--- config.mk ---
export PLATFORM = sky130hd
export DESIGN_NAME = noc_mesh_router
export DESIGN_NICKNAME = d
export VERILOG_FILES = /design/src/rtl/noc_mesh_router.sv
export SDC_FILE = /design/constraint.sdc
export NUM_CORES = 1
export LEC_CHECK = 0
export BUFFER_PORTS_ARGS = -buffer_cell sky130_fd_sc_hd__clkbuf_2
export CAP_MARGIN = 20
export CORE_MARGIN = 2
export CORE_UTILIZATION = 45
export CTS_CLUSTER_DIAMETER = 80
export DETAILED_ROUTE_END_ITERATION = 10
export PLACE_DENSITY = 0.65
export SLEW_MARGIN = 10
export SYNTH_ARGS = -nofsm -noshare
export SYNTH_HDL_FRONTEND = slang
export SYNTH_SLANG_ARGS = --single-unit
--- constraint.sdc ---
create_clock -name clk -period 5.5 [get_ports clk]
set_input_delay 1.375 -clock clk [delete_from_list [all_inputs] [get_ports clk]]
set_output_delay 1.375 -clock clk [all_outputs]
set_load 0.02 [all_outputs]
--- src/rtl/noc_mesh_router.sv ---
// noc_mesh_router: 5-port XY mesh router with per-input FIFOs, round-robin output
// arbitration and credit flow control. Optional flit counters under NOC_ROUTER_STATS_EN.
module noc_mesh_router #(
  parameter logic [3:0] XCOORD     = 4'd0,
  parameter logic [3:0] YCOORD     = 4'd0,
  parameter int         DATA_W     = 16,
  parameter int         FIFO_DEPTH = 4,
  parameter logic [4:0] PORT_MASK  = 5'b11111
) (
  input  logic                clk,
  input  logic                rst,
  input  logic [4:0]          in_valid_i,
  input  logic [5*DATA_W-1:0] in_data_i,
  output logic [4:0]          in_credit_o,
  output logic [4:0]          out_valid_o,
  output logic [5*DATA_W-1:0] out_data_o,
  input  logic [4:0]          out_credit_i,
  output logic                drop_o
`ifdef NOC_ROUTER_STATS_EN
  ,
  output logic [5*16-1:0]     stat_fwd_o,
  output logic [15:0]         stat_drop_o
`endif
);

  localparam int NP    = 5;
  localparam int PTR_W = $clog2(FIFO_DEPTH);
  localparam int CNT_W = $clog2(FIFO_DEPTH + 1);
  localparam logic [CNT_W-1:0] DEPTH_C = CNT_W'(FIFO_DEPTH);

  logic [DATA_W-1:0] mem [NP][FIFO_DEPTH];
  logic [PTR_W-1:0]  rd_ptr [NP];
  logic [PTR_W-1:0]  wr_ptr [NP];
  logic [CNT_W-1:0]  fifo_cnt [NP];
  logic [CNT_W-1:0]  credit [NP];
  logic [2:0]        rr_ptr [NP];
  logic [DATA_W-1:0] out_data_r [NP];
  logic [NP-1:0]     out_valid_r;
  logic [NP-1:0]     in_credit_r;
  logic              drop_r;

  logic [DATA_W-1:0] head [NP];
  logic [2:0]        route [NP];
  logic [NP-1:0]     head_vld, mask_drop, pop, accept, full_drop, fire;
  logic [NP-1:0]     req [NP];
  logic [2:0]        grantee [NP];
  logic [DATA_W-1:0] sel_data [NP];

  // Port order N=0, S=1, E=2, W=3, L=4.
  function automatic logic [2:0] xy_route(input logic [7:0] dest);
    if (dest[7:4] > XCOORD)      return 3'd2;
    else if (dest[7:4] < XCOORD) return 3'd3;
    else if (dest[3:0] > YCOORD) return 3'd0;
    else if (dest[3:0] < YCOORD) return 3'd1;
    else                         return 3'd4;
  endfunction

  function automatic logic [2:0] rr_idx(input logic [2:0] base, input int k);
    int s;
    s = int'(base) + k;
    if (s >= NP) s = s - NP;
    return 3'(s);
  endfunction

  always_comb begin
    head_vld  = '0;
    mask_drop = '0;
    pop       = '0;
    accept    = '0;
    full_drop = '0;
    fire      = '0;
    for (int i = 0; i < NP; i++) begin
      head[i]      = mem[i][rd_ptr[i]];
      route[i]     = xy_route(head[i][7:0]);
      head_vld[i]  = PORT_MASK[i] && (fifo_cnt[i] != '0);
      // A head routed to a missing port can never leave, so discard it.
      mask_drop[i] = head_vld[i] && !PORT_MASK[route[i]];
      pop[i]       = mask_drop[i];
    end
    for (int o = 0; o < NP; o++) begin
      req[o] = '0;
      for (int i = 0; i < NP; i++)
        req[o][i] = head_vld[i] && (route[i] == 3'(o)) && PORT_MASK[o];
    end
    for (int o = 0; o < NP; o++) begin
      grantee[o]  = '0;
      sel_data[o] = '0;
      if (PORT_MASK[o] && (credit[o] != '0)) begin
        for (int k = 0; k < NP; k++) begin
          if (!fire[o] && req[o][rr_idx(rr_ptr[o], k)]) begin
            fire[o]    = 1'b1;
            grantee[o] = rr_idx(rr_ptr[o], k);
          end
        end
      end
      if (fire[o]) begin
        pop[grantee[o]] = 1'b1;
        sel_data[o]     = head[grantee[o]];
      end
    end
    for (int i = 0; i < NP; i++) begin
      accept[i]    = in_valid_i[i] && PORT_MASK[i] && ((fifo_cnt[i] != DEPTH_C) || pop[i]);
      full_drop[i] = in_valid_i[i] && PORT_MASK[i] && !accept[i];
    end
  end

  always_ff @(posedge clk) begin
    for (int i = 0; i < NP; i++)
      if (accept[i]) mem[i][wr_ptr[i]] <= in_data_i[i*DATA_W +: DATA_W];
  end

  always_ff @(posedge clk or posedge rst) begin
    if (rst) begin
      for (int i = 0; i < NP; i++) begin
        rd_ptr[i]     <= '0;
        wr_ptr[i]     <= '0;
        fifo_cnt[i]   <= '0;
        credit[i]     <= DEPTH_C;
        rr_ptr[i]     <= '0;
        out_data_r[i] <= '0;
      end
      out_valid_r <= '0;
      in_credit_r <= '0;
      drop_r      <= 1'b0;
    end else begin
      for (int i = 0; i < NP; i++) begin
        if (accept[i]) wr_ptr[i] <= wr_ptr[i] + 1'b1;
        if (pop[i])    rd_ptr[i] <= rd_ptr[i] + 1'b1;
        if (accept[i] && !pop[i])      fifo_cnt[i] <= fifo_cnt[i] + 1'b1;
        else if (!accept[i] && pop[i]) fifo_cnt[i] <= fifo_cnt[i] - 1'b1;
      end
      for (int o = 0; o < NP; o++) begin
        out_valid_r[o] <= fire[o];
        if (fire[o]) begin
          out_data_r[o] <= sel_data[o];
          rr_ptr[o]     <= rr_idx(grantee[o], 1);
        end
        // Send and returning credit in one cycle cancel; counter saturates at depth.
        if (fire[o] && !out_credit_i[o])
          credit[o] <= credit[o] - 1'b1;
        else if (!fire[o] && out_credit_i[o] && (credit[o] != DEPTH_C))
          credit[o] <= credit[o] + 1'b1;
      end
      in_credit_r <= pop & PORT_MASK;
      drop_r      <= (|full_drop) | (|mask_drop);
    end
  end

  always_comb begin
    out_valid_o = '0;
    out_data_o  = '0;
    for (int o = 0; o < NP; o++) begin
      out_valid_o[o] = out_valid_r[o] & PORT_MASK[o];
      out_data_o[o*DATA_W +: DATA_W] = PORT_MASK[o] ? out_data_r[o] : '0;
    end
  end

  assign in_credit_o = in_credit_r & PORT_MASK;
  assign drop_o      = drop_r;

`ifdef NOC_ROUTER_STATS_EN
  logic [15:0] fwd_cnt [NP];
  logic [15:0] drop_cnt;
  logic [16:0] drop_sum;

  always_comb
    drop_sum = {1'b0, drop_cnt} + 17'($countones(full_drop)) + 17'($countones(mask_drop));

  always_ff @(posedge clk or posedge rst) begin
    if (rst) begin
      for (int o = 0; o < NP; o++) fwd_cnt[o] <= '0;
      drop_cnt <= '0;
    end else begin
      for (int o = 0; o < NP; o++)
        if (fire[o] && (fwd_cnt[o] != 16'hFFFF)) fwd_cnt[o] <= fwd_cnt[o] + 1'b1;
      drop_cnt <= drop_sum[16] ? 16'hFFFF : drop_sum[15:0];
    end
  end

  always_comb begin
    stat_fwd_o = '0;
    for (int o = 0; o < NP; o++) stat_fwd_o[o*16 +: 16] = fwd_cnt[o];
  end

  assign stat_drop_o = drop_cnt;
`endif

endmodule

# Yosys cells after proc, flatten, opt, wreduce, memory -nomap -nowiden
# Memory sizes are Yosys's and may differ from the RTL's.
# Index checks and enable logic that the tools add are counted.
# totals
mem_bits_ro	40
latchBits	0
mem_bits_rw	320
inputBits	92
mem_count	6
reg_bits	156
out_inout_bits	91
# mem_list
name	depth	width	read_ports	rd_clocked_by_memory_dff	write_ports	line_no	source
mem	5	64	5	0	5	31	logic [DATA_W-1:0] mem [NP][FIFO_DEPTH];
(no name shown)	8	1	1	0	0	77	mask_drop[i] = head_vld[i] && !PORT_MASK[route[i]];
(no name shown)	8	1	1	0	0	77	
(no name shown)	8	1	1	0	0	77	
(no name shown)	8	1	1	0	0	77	
(no name shown)	8	1	1	0	0	77	
# classes
div	0
add_sub_neg	85
muxes	295
eq_ne	30
n_reduce_logical	172
magnitude_cmp	110
multipliers	0
shift	0
bitwise_logic	21
# op_table
cell	n
$mux W16	25
$mux W3	125
$mux W64	5
$bmux W16 S3	5
$bmux W16 S2	5
$demux W16 S2	5
$lt A3 B4 Y1 const B	35
$ge A4 B3 Y1 const B	25
$logic_and A1 B1 Y1	95
$mux W1	90
$sub A3 B3 Y3 const B	30
$bmux W1 S3	25
$ge A3 B3 Y1 const B	15
$logic_not A1 Y1	45
$add A3 B1 Y4 const B	10
$add A3 B2 Y4 const B	10
$gt A4 B1 Y1 const B	10
$lt A4 B1 Y1 const B	10
$add A3 B1 Y3 const B	10
$eq A3 B2 Y1 const B	10
$ne A3 B3 Y1 const B	10
$not A2 Y3	10
$reduce_bool A3 Y1	10
$sub A3 B1 Y3 const B	10
16 further kinds	83

# Logic depth before layout (Yosys ltp)
# depth
word_depth	51
ltp_mapped	24

# Worst setup path before layout
# OpenSTA, ideal clock, no wires.
# synth_path
path_kind	reg-to-reg
start	register rr_ptr[12] (netlist bit)
end	register fifo_cnt[10] (netlist bit)
path_buffers	2
period_less_slack_ns	5.207
path_stages_with_launch	19
t_required_ns	5.375
t_arrival_ns	5.082
setup_slack_ns	0.293
cell_sequence	dfrtp_1 > clkbuf_1 > clkinv_1 > ha_1 > ha_1 > a21oi_1 > mux2i_1 > mux2_2 > a21oi_1 > o211ai_1 > o31a_1 > o21a_1 > buf_2 > a222oi_1 > a31oi_2 > ha_1 > inv_1 > fa_1 > mux2_2
# synth_between
elab_chain_cells	42
word_cells_on_any_way	81
# synth_rtl
element	line_no	source
from (decl)	36	logic [2:0] rr_ptr [NP];
from (signal, indexed assignment)	136	rr_ptr[o] <= rr_idx(grantee[o], 1);
branches (longest 28 deep; another with $add A3 B1 Y4)	-	
$mux W5 *	96	if (fire[o]) begin
$or A5 B5 Y5 (no line)	-	
$mux W5 *	96	
$or A5 B5 Y5 (no line)	-	
$mux W5 *	96	
$or A5 B5 Y5 (no line)	-	
$mux W5 *	96	
$or A5 B5 Y5 (no line)	-	
$mux W5 *	96	
$logic_or A1 B1 Y1 *	102	accept[i] = in_valid_i[i] && PORT_MASK[i] && ((fifo_cnt[i] != DEPTH_C) || pop[i]);
$logic_and A1 B1 Y1 *	102	
named net accept[1]	44	logic [NP-1:0] head_vld, mask_drop, pop, accept, full_drop, fire;
$logic_not A1 Y1	130	else if (!accept[i] && pop[i]) fifo_cnt[i] <= fifo_cnt[i] - 1'b1;
$logic_and A1 B1 Y1	130	
$reduce_bool A2 Y1 (no line)	-	
to (signal, indexed assignment)	129	if (accept[i] && !pop[i]) fifo_cnt[i] <= fifo_cnt[i] + 1'b1;
to (signal, indexed assignment)	130	
to (decl)	34	logic [CNT_W-1:0] fifo_cnt [NP];
# Mark *: on every way through the listed nets, which the timed path passes. The select of a mux whose other input is x is not followed.
# A chain may end at the register's enable or synchronous reset.

# Worst setup path after layout
# layout_path
start	register rd_ptr[6] (netlist bit)
end	register fifo_cnt[10] (netlist bit)
# layout_between
elab_chain_cells	50
word_cells_on_any_way	239
# layout_rtl
element	line_no	source
from (decl)	32	logic [PTR_W-1:0] rd_ptr [NP];
from (signal, indexed assignment)	128	if (pop[i]) rd_ptr[i] <= rd_ptr[i] + 1'b1;
$not A2 Y3 (implied by the code) *	73	head[i] = mem[i][rd_ptr[i]];
$bmux W16 S2 *	73	
$mux W16 (implied by the code) * (2 in series)	73	
$lt A4 B1 Y1	54	else if (dest[3:0] < YCOORD) return 3'd1;
$mux W3	54	
$mux W3	53	else if (dest[3:0] > YCOORD) return 3'd0;
$mux W3	52	else if (dest[7:4] < XCOORD) return 3'd3;
$mux W3 *	51	if (dest[7:4] > XCOORD) return 3'd2;
[34 not listed]	-	
$or A5 B5 Y5 (no line)	-	
$mux W5 *	96	
$logic_or A1 B1 Y1 *	102	
$logic_and A1 B1 Y1 *	102	
named net accept[1]	44	
$logic_not A1 Y1	130	
$logic_and A1 B1 Y1	130	
$reduce_bool A2 Y1 (no line)	-	
# Mark *: on every way through the listed nets, which the timed path passes. The rest lies on a longest branch. The select of a mux whose other input is x is not followed.

==> out/results.tsv <==
stage	metric	value	unit
outcome	outcome	complete, no violations	
detailed_routing	ANT nets after route	0	
clocking	clock-pin transition on the worst setup and hold timing paths	60	ps
flow_run	max_cap viols	0	
die	FP Rows	80	
worst_setup_path	cell count of the worst reg-to-reg path	19	
cells_and_area	Nets	2053	
global_route	pin count of the biggest net entering global routing	42	
cells_and_area	# fillers	3954	
detailed_routing	drt wl/cell	23.0	um
timing	Slew Limit Headroom	41.4	%
timing	slack of the critical path	181	ps
yosys	EDFF count, synth	320	
global_route	gr usage total	23.3	%
die	io pins	183	
min_path	worst hold endpoint	out_data_o[4]	
detailed_routing	drt total wl	58.6	mm
min_path	hold-critical path depth	1	
global_route	Congestion Overflow GR	0	
detailed_routing	via count	15000	
worst_setup_path	Worst EP arrival	5790	ps
placement	placed cell area	24000	um^2
cells_and_area	post-route cell area	25700	um^2
yosys	asr flop ratio synth	25.6	%
clocking	total clock sinks	430	
timing	Setup Viol. Count Final	0	
detailed_routing	detailed router's first-iteration violation count	1358	
min_path	hold_sp	out_data_o[4]	
cells_and_area	final core occ	53.5	%
die	Initial Util	45.8	%
worst_setup_path	Worst Path Max Fanout	7	
yosys	Synth Register Bits	430	
placement	PortBufs	146	
placement	Placement Setup Slack	144	ps
worst_setup_path	critical path capture point type	flop	
die	die area	50600	um^2
worst_setup_path	crit start category	flop	
global_route	initial antenna violation count	3	
yosys	sequential area share after synthesis	56.3	%
cells_and_area	share of cells above drive strength 1	26.1	%
yosys	top_reg_cell synth	edfxtp_1	
detailed_routing	DR vias/cell	5.87	
placement	GPL Wtd Cong	0.933	
worst_setup_path	Crit Path Category	reg -> reg	
die	die height	225	um
worst_setup_path	worst r2r dst	fifo_cnt[10]	
timing	fmax	188	MHz
global_route	vias in the first global route	14700	
yosys	Mapped Area	22000	um^2
min_path	Worst Hold Class	reg -> reg	
cells_and_area	layout overhead on the synthesized area	16.8	%
placement	DP HPWL	43.8	mm
yosys	Mapped Avg Cell Area	13.3	um^2
timing	crit share post-route	96.7	%
clocking	Hold Buf Count CTS	0	
timing	Slew Limit Fails	0	
clocking	CTS Buffer Depth	3	
global_route	global-route wire length before repair	88.9	mm
timing	Fin. Hold Viols	0	
die	core footprint	47900	um^2
timing	worst hold margin	486	ps
yosys	Yosys top cell by area	edfxtp_1	
detailed_routing	# DRC	0	
worst_setup_path	Critical Path RT	5970	ps
clocking	Clock Latency Late Sink	590	ps
yosys	Syn Inst Count	1651	
die	Die Wd	225	um
yosys	number of distinct library cells after synthesis	92	
clocking	CTS root buffer	clkbuf_16	
yosys	Synth top area share	43.8	%
clocking	CTS buffer count	46	
worst_setup_path	RR Startpoint	rd_ptr[6]	
timing	clk_skew	13.4	ps
clocking	H-tree level count	2	
worst_setup_path	Reg2Reg Setup Slack	180	ps
yosys	leading post-synthesis cells by cell area	edfxtp_1 44%, dfrtp_1 12%, mux4_2 8.3%	
timing	minimum clock period	5320	ps
yosys	Synthesis Warnings	0	
timing	Worst-Margin Slew	879	ps
detailed_routing	First-pass DRT Iterations	6	
clocking	CTS tree	done	
-- routing by layer --
| metal | global-route usage [%] | wire length (um) | share of wire, % | vias up |
|---|---|---|---|---|
| met5 | 0 | 0 | 0 | - |
| met4 | 6.24 | 1340 | 2.3 | 0 |
| met3 | 4.64 | 4100 | 7.0 | 79 |
| met2 | 38.8 | 28900 | 49 | 532 |
| met1 | 31.4 | 24300 | 41 | 7483 |
| li1 | - | - | - | 6870 |
-- worst max path at each step --
stage,start,end,depth (start not counted)
6_report,rd_ptr[6],fifo_cnt[10],19
5_1_grt,rd_ptr[2],fifo_cnt[14],21
4_1_cts,rd_ptr[4],fifo_cnt[10],17
3_5_place_dp,rd_ptr[2],fifo_cnt[14],19
3_3_place_gp,rd_ptr[2],fifo_cnt[7],17
2_1_floorplan,rr_ptr[12],fifo_cnt[10],18
-- critical path: stages, from the launching register on --
cell	delay, ps
dfrtp_1	350
buf_4	140
mux4_2	520
buf_4	170
nor4_1	700
nand3_1	360
a2bb2oi_1	270
a31oi_2	120
buf_4	170
and3_1	150
a311oi_2	240
and4_4	280
inv_2	70
a222oi_1	320
buf_4	230
a31oi_2	130
ha_1	230
inv_1	70
fa_1	410
mux2_2	270
-- sequential cells by signal (all words and copies together) (netlist names) --
signal	flops
fifo_cnt	15
drop_o	1
out_valid_o	3
out_data_o	48
in_credit_o	5
credit	9
rr_ptr	9
wr_ptr	10
mem	320
rd_ptr	10
-- repair_timing --
item | in CTS | in global routing
endpoints found under the setup margin | 0 | 9
resized for setup | 0 | 11
buffers inserted | 0 | 2
-- metrics by stage --
stage          cells  setup TNS, ps
2_1_floorplan   1684              0
3_3_place_gp    2460              0
3_5_place_dp    2460              0
4_1_cts         2546              0
5_1_grt         2548          -4.67
6_report        2551              0
-- cell type report --
class / instances / area [um^2] / area share, %
inverters: 60 / 228 / 0.888
repair buffers: 268 / 1750 / 6.82
well taps: 615 / 769 / 3.00
diodes: 3 / 7.51 / 0.0293
clock inverters: 32 / 368 / 1.43
multi-input cells: 1089 / 8970 / 35.0
flip-flops and latches: 430 / 12400 / 48.2
clock buffers: 54 / 1190 / 4.64
-- synth_stat cells (21+ instances only) --
cell type  number
or3_1          21
ha_1           55
nor2_1         96
nand3_1        41
clkbuf_1       43
nand2_1        69
xnor2_1        28
buf_4          35
and2_1         29
mux4_2         81
o21ai_0        65
mux2i_1        62
dfrtp_1       107
nor3_1         48
inv_1          50
edfxtp_1      320
nor2b_1        21
a21oi_1        67
mux2_2         29
-- logic make-up after synthesis --
logic type                 share of synthesized area, %
AOI/OAI and AO/OA                                  10.9
adders and majority gates                          4.14
muxes                                              12.6
DFF                                                56.3
buffers and inverters                              3.57
and+or+nand+nor                                    10.7
other                                            0.0171
xor gates and xnor gates                           1.79
-- layout by cell type, fill, tap and decap left out, types with 17 or more instances in the layout --
| cell | instances |
|---|---|
| dfrtp_1 | 104 |
| mux4_2 | 81 |
| mux2i_1 | 62 |
| a21oi_1 | 67 |
| nand2b_1 | 17 |
| nor2b_1 | 21 |
| mux2_2 | 29 |
| and2_1 | 29 |
| nand2_1 | 69 |
| xnor2_1 | 28 |
| or3_1 | 21 |
| xor2_1 | 17 |
| nor3_1 | 47 |
| buf_4 | 113 |
| edfxtp_1 | 320 |
| clkbuf_16 | 46 |
| o21ai_0 | 65 |
| inv_1 | 49 |
| nor2_1 | 94 |
| nand3_1 | 40 |
| conb_1 | 34 |
| ha_1 | 55 |
| clkbuf_2 | 146 |
| o22a_1 | 17 |
Power is not shown: default switching activity piles up to over one toggle a cycle in this logic, so the estimate is an artifact.
